**src/rtl/load_store_unit_pkg.sv**
```systemverilog
// Shared encodings for the load/store unit: RV32I width codes, FSM states
// and a helper that maps a width code onto an access size.
package load_store_unit_pkg;

    localparam int unsigned XLEN_DEF = 32;
    localparam int unsigned REGW_DEF = 5;

    localparam logic [2:0] F3_B  = 3'b000;
    localparam logic [2:0] F3_H  = 3'b001;
    localparam logic [2:0] F3_W  = 3'b010;
    localparam logic [2:0] F3_BU = 3'b100;
    localparam logic [2:0] F3_HU = 3'b101;

    typedef enum logic [1:0] {
        ST_IDLE = 2'd0,
        ST_REQ  = 2'd1,
        ST_WB   = 2'd2,
        ST_ERR  = 2'd3
    } lsu_state_e;

    typedef enum logic [1:0] {
        SZ_B = 2'd0,
        SZ_H = 2'd1,
        SZ_W = 2'd2
    } access_size_e;

    // Low two funct3 bits carry the size; unlisted codes (011, 110, 111) fall to word.
    function automatic access_size_e f3_size(input logic [1:0] code);
        case (code)
            2'b00:   return SZ_B;
            2'b01:   return SZ_H;
            default: return SZ_W;
        endcase
    endfunction

endpackage

```
**src/rtl/load_store_unit_if.sv**
```systemverilog
// Data memory req/ack bus between the load/store unit (master) and memory (slave).
interface load_store_unit_if #(
    parameter int unsigned XLEN = 32
) ();
    logic            mem_req;
    logic            mem_we;
    logic [XLEN-1:0] mem_addr;
    logic [3:0]      mem_wstrb;
    logic [XLEN-1:0] mem_wdata;
    logic [XLEN-1:0] mem_rdata;
    logic            mem_ack;

    modport master (
        output mem_req, mem_we, mem_addr, mem_wstrb, mem_wdata,
        input  mem_rdata, mem_ack
    );

    modport slave (
        input  mem_req, mem_we, mem_addr, mem_wstrb, mem_wdata,
        output mem_rdata, mem_ack
    );
endinterface

```
**src/rtl/load_store_unit_align.sv**
```systemverilog
// Byte-lane steering: store strobes/replicated data, load extraction with
// sign/zero extension, and misalignment detection.
module lsu_align
    import load_store_unit_pkg::*;
#(
    parameter int unsigned XLEN = 32
) (
    input  logic [2:0]      funct3,
    input  logic [1:0]      offset,
    input  logic [XLEN-1:0] store_data,
    input  logic [XLEN-1:0] load_data,
    output logic [3:0]      wstrb,
    output logic [XLEN-1:0] wdata,
    output logic [XLEN-1:0] load_fmt,
    output logic            misaligned
);
    logic [7:0]  lane_byte;
    logic [15:0] lane_half;
    logic        is_unsigned;

    assign lane_byte   = load_data[{offset, 3'b000} +: 8];
    assign lane_half   = load_data[{offset[1], 4'b0000} +: 16];
    assign is_unsigned = funct3[2];

    // Size-dependent lane selection for both directions.
    always_comb begin
        wstrb      = 4'b1111;
        wdata      = store_data;
        load_fmt   = load_data;
        misaligned = 1'b0;
        case (f3_size(funct3[1:0]))
            SZ_B: begin
                wstrb    = 4'b0001 << offset;
                wdata    = {(XLEN/8){store_data[7:0]}};
                load_fmt = is_unsigned ? {{(XLEN-8){1'b0}}, lane_byte}
                                       : {{(XLEN-8){lane_byte[7]}}, lane_byte};
            end
            SZ_H: begin
                wstrb      = offset[1] ? 4'b1100 : 4'b0011;
                wdata      = {(XLEN/16){store_data[15:0]}};
                load_fmt   = is_unsigned ? {{(XLEN-16){1'b0}}, lane_half}
                                         : {{(XLEN-16){lane_half[15]}}, lane_half};
                misaligned = offset[0];
            end
            default: begin
                misaligned = |offset;
            end
        endcase
    end
endmodule

```
**src/rtl/load_store_unit.sv**
```systemverilog
// RV32I load/store unit: req/ack data memory master with one-cycle
// register-file write-back. All outputs registered except busy.
module load_store_unit
    import load_store_unit_pkg::*;
#(
    parameter int unsigned XLEN = XLEN_DEF,
    parameter int unsigned REGW = REGW_DEF
) (
    input  logic              clk,
    input  logic              rst_n,
    input  logic              start,
    input  logic              is_store,
    input  logic [2:0]        funct3,
    input  logic [XLEN-1:0]   addr,
    input  logic [XLEN-1:0]   store_data,
    input  logic [REGW-1:0]   rd_in,
    output logic              busy,
    output logic              done,
    output logic              misalign_err,
    load_store_unit_if.master mem,
    output logic              wb_en,
    output logic [REGW-1:0]   wb_rd,
    output logic [XLEN-1:0]   wb_data
);
    lsu_state_e      state, state_n;
    logic            is_store_q, is_store_n;
    logic [2:0]      funct3_q, funct3_n;
    logic [1:0]      off_q, off_n;
    logic [REGW-1:0] rd_q, rd_n;

    logic            req_q, req_n, we_q, we_n;
    logic [XLEN-1:0] maddr_q, maddr_n, mwdata_q, mwdata_n;
    logic [3:0]      strb_q, strb_n;
    logic            wb_en_n, done_n, mis_n;
    logic [REGW-1:0] wb_rd_n;
    logic [XLEN-1:0] wb_data_n;

    logic [2:0]      al_f3;
    logic [1:0]      al_off;
    logic [3:0]      al_wstrb;
    logic [XLEN-1:0] al_wdata, al_load;
    logic            al_mis;

    // The single aligner sees the live request in IDLE and the latched one afterwards.
    assign al_f3  = (state == ST_IDLE) ? funct3    : funct3_q;
    assign al_off = (state == ST_IDLE) ? addr[1:0] : off_q;

    lsu_align #(.XLEN(XLEN)) u_align (
        .funct3     (al_f3),
        .offset     (al_off),
        .store_data (store_data),
        .load_data  (mem.mem_rdata),
        .wstrb      (al_wstrb),
        .wdata      (al_wdata),
        .load_fmt   (al_load),
        .misaligned (al_mis)
    );

    assign busy          = (state != ST_IDLE);
    assign mem.mem_req   = req_q;
    assign mem.mem_we    = we_q;
    assign mem.mem_addr  = maddr_q;
    assign mem.mem_wstrb = strb_q;
    assign mem.mem_wdata = mwdata_q;

    // Next state plus next values of every registered output.
    always_comb begin
        state_n    = state;
        is_store_n = is_store_q;
        funct3_n   = funct3_q;
        off_n      = off_q;
        rd_n       = rd_q;
        req_n      = req_q;
        we_n       = we_q;
        maddr_n    = maddr_q;
        strb_n     = strb_q;
        mwdata_n   = mwdata_q;
        wb_en_n    = 1'b0;
        wb_rd_n    = wb_rd;
        wb_data_n  = wb_data;
        done_n     = 1'b0;
        mis_n      = 1'b0;
        case (state)
            ST_IDLE: begin
                if (start) begin
                    is_store_n = is_store;
                    funct3_n   = funct3;
                    off_n      = addr[1:0];
                    rd_n       = rd_in;
                    if (al_mis) begin
                        state_n = ST_ERR;
                        done_n  = 1'b1;
                        mis_n   = 1'b1;
                    end else begin
                        state_n  = ST_REQ;
                        req_n    = 1'b1;
                        we_n     = is_store;
                        maddr_n  = {addr[XLEN-1:2], 2'b00};
                        strb_n   = is_store ? al_wstrb : '0;
                        mwdata_n = is_store ? al_wdata : '0;
                    end
                end
            end
            ST_REQ: begin
                if (mem.mem_ack) begin
                    req_n  = 1'b0;
                    done_n = 1'b1;
                    if (is_store_q) begin
                        state_n = ST_IDLE;
                    end else begin
                        state_n   = ST_WB;
                        wb_en_n   = (rd_q != '0);
                        wb_rd_n   = rd_q;
                        wb_data_n = al_load;
                    end
                end
            end
            default: begin
                state_n = ST_IDLE;
            end
        endcase
    end

    // State, latched request fields and registered outputs.
    always_ff @(posedge clk or negedge rst_n) begin
        if (!rst_n) begin
            state        <= ST_IDLE;
            is_store_q   <= 1'b0;
            funct3_q     <= '0;
            off_q        <= '0;
            rd_q         <= '0;
            req_q        <= 1'b0;
            we_q         <= 1'b0;
            maddr_q      <= '0;
            strb_q       <= '0;
            mwdata_q     <= '0;
            wb_en        <= 1'b0;
            wb_rd        <= '0;
            wb_data      <= '0;
            done         <= 1'b0;
            misalign_err <= 1'b0;
        end else begin
            state        <= state_n;
            is_store_q   <= is_store_n;
            funct3_q     <= funct3_n;
            off_q        <= off_n;
            rd_q         <= rd_n;
            req_q        <= req_n;
            we_q         <= we_n;
            maddr_q      <= maddr_n;
            strb_q       <= strb_n;
            mwdata_q     <= mwdata_n;
            wb_en        <= wb_en_n;
            wb_rd        <= wb_rd_n;
            wb_data      <= wb_data_n;
            done         <= done_n;
            misalign_err <= mis_n;
        end
    end
endmodule
```
**src/flat_wrapper.sv**
```systemverilog
// flat-port wrapper written by rule: the top's interface ports become plain ports
module load_store_unit_flat import load_store_unit_pkg::*;
#(
    parameter int unsigned XLEN = XLEN_DEF,
    parameter int unsigned REGW = REGW_DEF
)
  (clk, rst_n, start, is_store, funct3, addr, store_data, rd_in, busy, done, misalign_err, wb_en, wb_rd, wb_data, mem_mem_req, mem_mem_we, mem_mem_addr, mem_mem_wstrb, mem_mem_wdata, mem_mem_rdata, mem_mem_ack);
  load_store_unit_if #(.XLEN(XLEN)) mem_i ();
  input  logic clk;
  input  logic rst_n;
  input  logic start;
  input  logic is_store;
  input  logic [2:0] funct3;
  input  logic [XLEN-1:0] addr;
  input  logic [XLEN-1:0] store_data;
  input  logic [REGW-1:0] rd_in;
  output logic busy;
  output logic done;
  output logic misalign_err;
  output logic wb_en;
  output logic [REGW-1:0] wb_rd;
  output logic [XLEN-1:0] wb_data;
  output wire logic [$bits(mem_i.mem_req)-1:0] mem_mem_req;
  output wire logic [$bits(mem_i.mem_we)-1:0] mem_mem_we;
  output wire logic [$bits(mem_i.mem_addr)-1:0] mem_mem_addr;
  output wire logic [$bits(mem_i.mem_wstrb)-1:0] mem_mem_wstrb;
  output wire logic [$bits(mem_i.mem_wdata)-1:0] mem_mem_wdata;
  input wire logic [$bits(mem_i.mem_rdata)-1:0] mem_mem_rdata;
  input wire logic [$bits(mem_i.mem_ack)-1:0] mem_mem_ack;
  assign mem_mem_req = mem_i.mem_req;
  assign mem_mem_we = mem_i.mem_we;
  assign mem_mem_addr = mem_i.mem_addr;
  assign mem_mem_wstrb = mem_i.mem_wstrb;
  assign mem_mem_wdata = mem_i.mem_wdata;
  assign mem_i.mem_rdata = mem_mem_rdata;
  assign mem_i.mem_ack = mem_mem_ack;
  load_store_unit #(.XLEN(XLEN), .REGW(REGW)) u_core (.clk(clk), .rst_n(rst_n), .start(start), .is_store(is_store), .funct3(funct3), .addr(addr), .store_data(store_data), .rd_in(rd_in), .busy(busy), .done(done), .misalign_err(misalign_err), .mem(mem_i), .wb_en(wb_en), .wb_rd(wb_rd), .wb_data(wb_data));
endmodule
```
**config.mk**
```make
export PLATFORM = sky130hd
export DESIGN_NAME = load_store_unit_flat
export DESIGN_NICKNAME = d
export VERILOG_FILES = /design/src/rtl/load_store_unit_pkg.sv /design/src/rtl/load_store_unit_if.sv /design/src/rtl/load_store_unit_align.sv /design/src/rtl/load_store_unit.sv /design/src/flat_wrapper.sv
export SDC_FILE = /design/constraint.sdc
export NUM_CORES = 1
export LEC_CHECK = 0
export ABC_AREA = 1
export ABC_CLOCK_PERIOD_IN_PS = 3200
export BUFFER_PORTS_ARGS = -buffer_cell sky130_fd_sc_hd__buf_2
export CAP_MARGIN = 20
export CORE_AREA = 3 3 144 146
export DETAILED_ROUTE_END_ITERATION = 6
export DIE_AREA = 0 0 147 149
export GPL_ROUTABILITY_DRIVEN = 0
export GPL_TIMING_DRIVEN = 0
export SYNTH_ARGS = -nofsm -noshare
export SYNTH_HDL_FRONTEND = slang
export SYNTH_HIERARCHICAL = 1
export SYNTH_SLANG_ARGS = --single-unit
```
**constraint.sdc**
```tcl
create_clock -name clk -period 3.2 [get_ports clk]
set_clock_uncertainty 0.05 [all_clocks]
set_input_delay 0.32 -clock clk [delete_from_list [all_inputs] [get_ports clk]]
set_output_delay 0.32 -clock clk [all_outputs]
set_load 0.05 [all_outputs]
```
==> results.sh, run 1 <==
export IMPL_status="finished, final reports clean"
export IMPL_cts_made_buffers=17
export IMPL_place_hpwl_mm=14.94
export IMPL_synth_top_cells_by_count="420 x nand2_1, 121 x dfrtp_1, 45 x nand3_1"
export IMPL_synthSimpleGateAreaFrac=0.3260
export IMPL_rr_startpoint="u_core/state[0]"
export IMPL_path_common_cell="buf_2"
export IMPL_grt_pass1_vias=5640
export IMPL_post_drt_wl_per_cell_um=15.48
export IMPL_n_antenna_cell=0
export IMPL_drt_iter0_drc=384
export IMPL_ys_flop_type="dfrtp_1"
export IMPL_drv_cap=0
export IMPL_clk_pin_slew_worst_paths_ns=0.05
export IMPL_ff2ff_path_depth=12
export IMPL_cp_data_arrival_time_ns=3.13
export IMPL_clk_latency_ns=0.40
export IMPL_ys_seq_area_frac=0.5193
export IMPL_postSynth_asyncResetShare=1.000
export IMPL_synth_largest_area_cell="dfrtp_1"
export IMPL_post_drt_via_cell_ratio=4.570
export IMPL_syn_to_final_growth_pct=34.29
export IMPL_dieArea_um2=21900
export IMPL_drc_errors=0
export IMPL_r2r_setup_slack_ns=0.29
export IMPL_clock_fmax_ghz=0.3439
export IMPL_cp_num_buf_inv=5
export IMPL_finalSetupViolations=0
export IMPL_path_cells="inv_1 -> nand2_1 -> buf_2 -> o21ai_0 -> buf_6 -> nor2_4 -> buf_2 -> a21oi_1 -> nor2_1 -> nand2_2 -> clkbuf_1 -> o21ai_1"
export IMPL_mappedNetlistArea_um2=5831
export IMPL_routed_wl_mm=19.82
export IMPL_grt_pass1_wl_mm=30.91
export IMPL_pin_count=220
export IMPL_post_cts_buffers=0
export IMPL_core_area_um2=19530
export IMPL_ys_types=24
export IMPL_whs_path_depth=3
export IMPL_drtPass1Iterations=5
export IMPL_drive_gt1_frac=0.2916
export IMPL_slew_violations=0
export IMPL_h_tree_depth=4
export IMPL_drtAntennaViolNets=0
export IMPL_yosysTopAreaCellShare=0.5193
export IMPL_synthMuxAreaShare=0
export IMPL_cts_sink_count=121
export IMPL_synth_most_common_cell="nand2_1"
export IMPL_required_ns=3.42
export IMPL_period_share=0.9087
export IMPL_min_path_type="in -> reg"
export IMPL_cts_buffer_depth=2
export IMPL_num_fill_cells=2102
export IMPL_grt_use_total=0.1798
export IMPL_max_stage_delay_ns=0.46
export IMPL_cts_tree="built"
export IMPL_hp_start="addr[21]"
export IMPL_r2r_end="u_core/mem.mem_wdata[6]"
export IMPL_p_per_area_nw_per_um2=1257
export IMPL_synth_area_leaders="dfrtp_1 52%, nand2_1 27%, nand3_1 3.9%"
export IMPL_overflow=0
export IMPL_synthCells=765
export IMPL_synth_edff_count=0
export IMPL_crit_type="reg -> reg"
export IMPL_synthAdderAreaFrac=0
export IMPL_slew_headroom=0.4886
export IMPL_nets=1112
export IMPL_crit_fanout=10
export IMPL_die_y_um=149
export IMPL_setup_slack_ns=0.2922
export IMPL_syn_area_per_cell_um2=7.622
export IMPL_initial_core_util=0.2986
export IMPL_grt_setup_unrepaired="no"
export IMPL_dieWidth_um=147
export IMPL_leakagePower_nw=4.496
export IMPL_synthXorXnorAreaFrac=0
export IMPL_synth_top_family_by_area="simple AND/OR/NAND/NOR gates"
export IMPL_ir_drop_v=0.0006049
export IMPL_row_count=51
export IMPL_grt_start_max_net_pins=81
export IMPL_synth_compound_gate_area_share=0.07361
export IMPL_antenna_found_initial=2
export IMPL_critPathLaunchType="register"
export IMPL_critPathTopFamily="buffers and inverters"
export IMPL_vias=5849
export IMPL_place_ws_ns=0.2161
export IMPL_crit_path_end_kind="register"
export IMPL_cpMaxStageDelayCell="clkbuf_1"
export IMPL_synth_seq_cells=121
export IMPL_hold_viol=0
export IMPL_cts_root_buf="clkbuf_16"
export IMPL_yosysWarnings=6
export IMPL_port_buffers=216
export IMPL_tns_ns=0
export IMPL_fin_crit_ns=2.908
export IMPL_worst_pin_slew_ns=0.7670
export IMPL_min_to="u_core/mem.mem_addr[21]"
## state kept, by name, summed over array words and instances, names as in the netlist, 2 cells and up
name / cells
u_core/wb_rd: 5
u_core/mem.mem_wstrb: 4
u_core/funct3_q: 3
u_core/rd_q: 5
u_core/off_q: 2
u_core/wb_data: 32
u_core/state: 2
u_core/mem.mem_wdata: 32
u_core/mem.mem_addr: 30
## worst max-delay path by stage
stage                     cells after the start                        to  slack, ns            start
final                                        12   u_core/mem.mem_wdata[6]       0.29  u_core/state[0]
after global routing                         12  u_core/mem.mem_wdata[15]       0.05  u_core/state[0]
after CTS                                    11   u_core/mem.mem_wdata[6]       0.20  u_core/state[0]
after detailed placement                     11  u_core/mem.mem_wdata[10]       0.22  u_core/state[0]
after global placement                        1        u_core/wb_data[21]       0.07            rst_n
after floorplan                              14  u_core/mem.mem_wdata[10]       0.75  u_core/state[0]
## report_power, final
| part | leakage (nW) | switching, mW | total [mW] | internal [mW] |
|---|---|---|---|---|
| clock network | 0.265 | 0.682 | 1.78 | 1.09 |
| registers | 1.55 | 0.328 | 2.51 | 2.19 |
| logic | 2.68 | 4.20 | 5.55 | 1.35 |
| total | 4.50 | 5.21 | 9.84 | 4.63 |
## area by class of cell
type                            instances  area (um^2)  share of cell area
Sequential cell                       121         3028              0.3867
Multi-Input combinational cell        559         2337              0.2985
Timing Repair Buffer                  218         1125              0.1437
Clock buffer                           22        464.2             0.05928
Buffer                                 50        334.1             0.04267
Tap cell                              265        331.6             0.04235
Inverter                               36        135.1             0.01726
Clock inverter                          9        75.07            0.009588
## repair_timing
item,4_1_cts,5_1_grt
hold buffers,1,0
gates resized for setup,0,1
endpoints found under the setup margin,0,8
hold endpoints to repair,41,0
## placed cells by master (no fill, tap or decap)
cell	n
clkinv_2	6
nand3_4	1
inv_2	2
nor2_1	3
clkbuf_1	14
o22ai_1	1
conb_1	2
o21ai_1	40
clkbuf_8	4
nand2_2	3
o21ai_0	27
o211ai_1	8
nor2_4	2
nand3_2	1
a21oi_1	3
clkinvlp_4	2
nand3_1	45
buf_16	1
dfrtp_1	121
buf_4	17
clkbuf_16	17
o211ai_2	1
buf_6	7
nor2_2	1
nand4_2	1
inv_1	34
nand2_1	420
dlygate4sd3_1	1
bufinv_16	1
buf_2	229
## stage by stage
stage                       util  power, mW  instance area, um^2  hold WS (ns)  std cells
after floorplan                -      6.575                 5834      -0.02559        766
after global placement    0.3711      8.054                 7247        0.4036       1247
after detailed placement  0.3729      8.101                 7281        0.2129       1248
after CTS                 0.4010      9.925                 7830       0.03130       1280
after global routing      0.4010      10.50                 7830       0.03540       1280
final                     0.4010      9.839                 7830       0.05096       1280
## kinds of logic (layout without fill, tap and decap cells)
logic type | Yosys count | in the layout
compound gates | 80 | 80
buf+inv | 86 | 335
flops | 121 | 121
other cells | 1 | 2
simple gates | 477 | 477
## worst reg2reg max path, delay by kind of cell, from the launching register on
family | cells | cell delay [ns]
and+or+nand+nor | 4 | 0.41
AOI/OAI and AO/OA | 3 | 0.69
buffers and inverters | 5 | 1.19
DFF | 1 | 0.44
## routing by layer
| layer | global-route usage | vias up | share of wire | wire (um) |
|---|---|---|---|---|
| met1 | 0.2356 | 2699 | 0.44 | 8723 |
| met4 | 0.04427 | 2 | 0.012 | 234 |
| met5 | 0 | - | 0.00066 | 13 |
| met2 | 0.2826 | 276 | 0.45 | 8821 |
| met3 | 0.06867 | 14 | 0.10 | 2022 |
| li1 | - | 2858 | - | - |
(Power assumes the default switching activity.)
==> run 2: changes to the inputs <==
--- a/config.mk
+++ b/config.mk
@@ -5,13 +5,13 @@
 export SDC_FILE = /design/constraint.sdc
 export NUM_CORES = 1
 export LEC_CHECK = 0
-export ABC_AREA = 1
+export ABC_AREA = 0
 export ABC_CLOCK_PERIOD_IN_PS = 3200
 export BUFFER_PORTS_ARGS = -buffer_cell sky130_fd_sc_hd__buf_2
 export CAP_MARGIN = 20
-export CORE_AREA = 3 3 144 146
+export CORE_AREA = 3 3 148 150
 export DETAILED_ROUTE_END_ITERATION = 6
-export DIE_AREA = 0 0 147 149
+export DIE_AREA = 0 0 151 153
 export GPL_ROUTABILITY_DRIVEN = 0
 export GPL_TIMING_DRIVEN = 0
 export SYNTH_ARGS = -nofsm -noshare
==> results.sh, run 2 <==
export IMPL_num_fill_cells=2094
export IMPL_hp_start="addr[9]"
export IMPL_p_seq_frac=0.241
export IMPL_p_int_mw=5.424
export IMPL_place_ws_ns=-0.4474
export IMPL_cp_num_buf_inv=5
export IMPL_max_stage_delay_ns=0.38
export IMPL_grt_pass1_vias=5101
export IMPL_p_per_area_nw_per_um2=1316
export IMPL_nets=892
export IMPL_worst_pin_slew_ns=0.7139
export IMPL_leakagePower_nw=4.018
export IMPL_slew_headroom=0.5223
export IMPL_cpMaxStageDelayCell="mux2_2"
export IMPL_syn_area_per_cell_um2=11.35
export IMPL_grt_setup_unrepaired="no"
export IMPL_drtPass1Iterations=4
export IMPL_placed_cell_area_um2=7650
export IMPL_crit_path_end_kind="register"
export IMPL_ff2ff_path_depth=11
export IMPL_grt_start_max_net_pins=64
export IMPL_switching_share=0.5002
export IMPL_status="finished, final reports clean"
export IMPL_synth_most_common_cell="dfrtp_1"
export IMPL_dieArea_um2=23100
export IMPL_cp_data_arrival_time_ns=3.19
export IMPL_combinationalPowerShare=0.590
export IMPL_post_drt_via_cell_ratio=4.570
export IMPL_hold_viol=0
export IMPL_critPathLaunchType="register"
export IMPL_yosysWarnings=6
export IMPL_final_common_cell="buf_2"
export IMPL_h_tree_depth=4
export IMPL_cts_root_buf="clkbuf_16"
export IMPL_yosysTopAreaCellShare=0.4894
export IMPL_clk_latency_ns=0.41
export IMPL_post_drt_wl_per_cell_um=17.09
export IMPL_stdcell_count=1073
export IMPL_cts_tree="built"
export IMPL_slew_violations=0
export IMPL_pin_count=220
export IMPL_place_hpwl_mm=13.92
export IMPL_finalSetupViolations=0
export IMPL_clock_fmax_ghz=0.3398
export IMPL_min_to="u_core/mem.mem_addr[9]"
export IMPL_ys_flop_type="dfrtp_1"
export IMPL_mappedNetlistArea_um2=6187
export IMPL_rr_startpoint="u_core/state[0]"
export IMPL_period_share=0.9197
export IMPL_r2r_end="u_core/mem.mem_addr[11]"
export IMPL_pwr_share_clk=0.169
export IMPL_row_count=53
export IMPL_min_path_type="in -> reg"
export IMPL_design_area_um2=8249
export IMPL_drv_cap=0
export IMPL_initial_core_util=0.2971
export IMPL_overflow=0
export IMPL_die_y_um=153
export IMPL_routed_wl_mm=18.33
export IMPL_critPathTopFamily="buffers and inverters"
export IMPL_setup_slack_ns=0.2571
export IMPL_required_ns=3.45
export IMPL_grt_use_total=0.1597
export IMPL_crit_fanout=10
export IMPL_path_cells="buf_2 -> nor2_4 -> mux2_2 -> buf_6 -> buf_2 -> nor2_1 -> nor2_1 -> nor4b_4 -> buf_4 -> buf_4 -> mux2_2"
export IMPL_drc_errors=0
export IMPL_dieWidth_um=151
export IMPL_grt_pass1_wl_mm=28.46
export IMPL_synthCells=545
export IMPL_synth_edff_count=0
export IMPL_synth_seq_cells=121
export IMPL_ys_types=43
export IMPL_synth_area_leaders="dfrtp_1 49%, mux2_2 17%, mux2i_1 8.4%"
export IMPL_vias=4904
export IMPL_drive_gt1_frac=0.4849
export IMPL_cts_buffer_depth=2
export IMPL_drt_iter0_drc=210
export IMPL_antenna_found_initial=5
export IMPL_placed_cells_incl_taps=1038
export IMPL_ir_drop_v=0.0005526
export IMPL_fin_crit_ns=2.943
export IMPL_synth_largest_area_cell="dfrtp_1"
export IMPL_crit_type="reg -> reg"
export IMPL_r2r_setup_slack_ns=0.26
export IMPL_utilization=0.3962
export IMPL_mostFrequentLayoutCells="222 x buf_2, 121 x dfrtp_1, 92 x mux2_2"
export IMPL_port_buffers=216
export IMPL_cts_made_buffers=17
export IMPL_syn_to_final_growth_pct=33.33
export IMPL_synth_top_cells_by_count="121 x dfrtp_1, 92 x mux2_2, 76 x nand2_1"
export IMPL_cts_sink_count=121
export IMPL_ys_seq_area_frac=0.4894
export IMPL_core_area_um2=20820
export IMPL_p_switching_mw=5.429
export IMPL_whs_path_depth=2
export IMPL_drtAntennaViolNets=0
export IMPL_tns_ns=0
export IMPL_clk_pin_slew_worst_paths_ns=0.06
export IMPL_postSynth_asyncResetShare=1.000
[run 2: cell types whose count changed after synthesis, moves of 8 or more]
cell | before | now
mux2i_1 | 0 | 52
mux2_2 | 0 | 92
nand3_1 | 45 | 0
nor2_1 | 3 | 15
o22ai_1 | 1 | 17
o211ai_1 | 8 | 0
o21ai_1 | 39 | 1
o21ai_0 | 28 | 8
nand2_1 | 420 | 76
nor2b_1 | 0 | 19
[run 2: layout make-up]
type	count	area (um^2)	area share
sequential	121	3028	0.3671
inverter	40	150.1	0.01820
buffer	46	331.6	0.04019
antenna	2	5.005	0.0006067
multi-input combinational	337	2688	0.3258
clock inverter	14	123.9	0.01502
timing repair buffer	220	1140	0.1382
tap	275	344.1	0.04171
clock buffer	18	439.2	0.05324
[run 2: metal layers]
layer / global-route usage / vias to the layer above / wire (um) / share of wire
met1: 0.1995 / 2361 / 7705 / 0.42
met2: 0.2535 / 151 / 8857 / 0.48
met5: 0 / - / 30 / 0.0016
li1: - / 2341 / - / -
met4: 0.07340 / 6 / 642 / 0.035
met3: 0.04714 / 45 / 1098 / 0.060
[run 2: repair_timing]
item / in CTS / in global routing
resized for setup: 2 / 2
pin swaps: 1 / 1
endpoints found under the hold margin: 58 / 0
setup buffers: 1 / 1
endpoints found under the setup margin: 67 / 53
hold buffers: 1 / 0
gates cloned: 0 / 0
[run 2: power by group through the flow]
stage	clock (mW)	sequential, mW	combinational, mW
after floorplan	0	4.86	2.61
after global placement	0	2.61	6.37
after detailed placement	0	2.64	6.41
after CTS	1.89	2.63	6.44
after global routing	1.95	2.71	6.79
final	1.83	2.62	6.41
[run 2: worst max-delay path by stage]
stage | start | endpoint | slack (ns) | depth (start not counted)
finish | u_core/state[0] | u_core/mem.mem_addr[11] | 0.26 | 11
global route | u_core/state[0] | u_core/mem.mem_wdata[1] | 0.08 | 11
CTS | u_core/state[0] | u_core/mem.mem_wdata[21] | 0.06 | 12
detailed placement | u_core/state[0] | u_core/mem.mem_wdata[13] | -0.45 | 11
global placement | u_core/state[0] | u_core/mem.mem_addr[5] | -0.47 | 10
floorplan | u_core/state[0] | u_core/mem.mem_addr[2] | 0.37 | 10
[run 2: worst reg2reg max path, cell delays in order, from the launching register on]
cell and delay, ns:
dfrtp_1 0.36, buf_2 0.19, nor2_4 0.19, mux2_2 0.38, buf_6 0.15, buf_2 0.21, nor2_1 0.13, nor2_1 0.12
nor4b_4 0.28, buf_4 0.20, buf_4 0.21, mux2_2 0.35
[run 2: cells by family after synthesis]
kind of cell | Yosys count | synth area share
AOI/OAI and AO/OA | 61 | 0.07583
buffers and inverters | 88 | 0.07806
DFF | 121 | 0.4894
muxes | 147 | 0.2582
other | 1 | 0.0006061
and+or+nand+nor | 127 | 0.09787
[run 2: per-stage QoR]
stage | hold slack (ns) | total power [mW]
4_1_cts | 0.05911 | 10.96
2_1_floorplan | -0.02559 | 7.463
3_3_place_gp | 0.4157 | 8.979
3_5_place_dp | 0.2889 | 9.049
5_1_grt | 0.06315 | 11.46
6_report | 0.08067 | 10.85
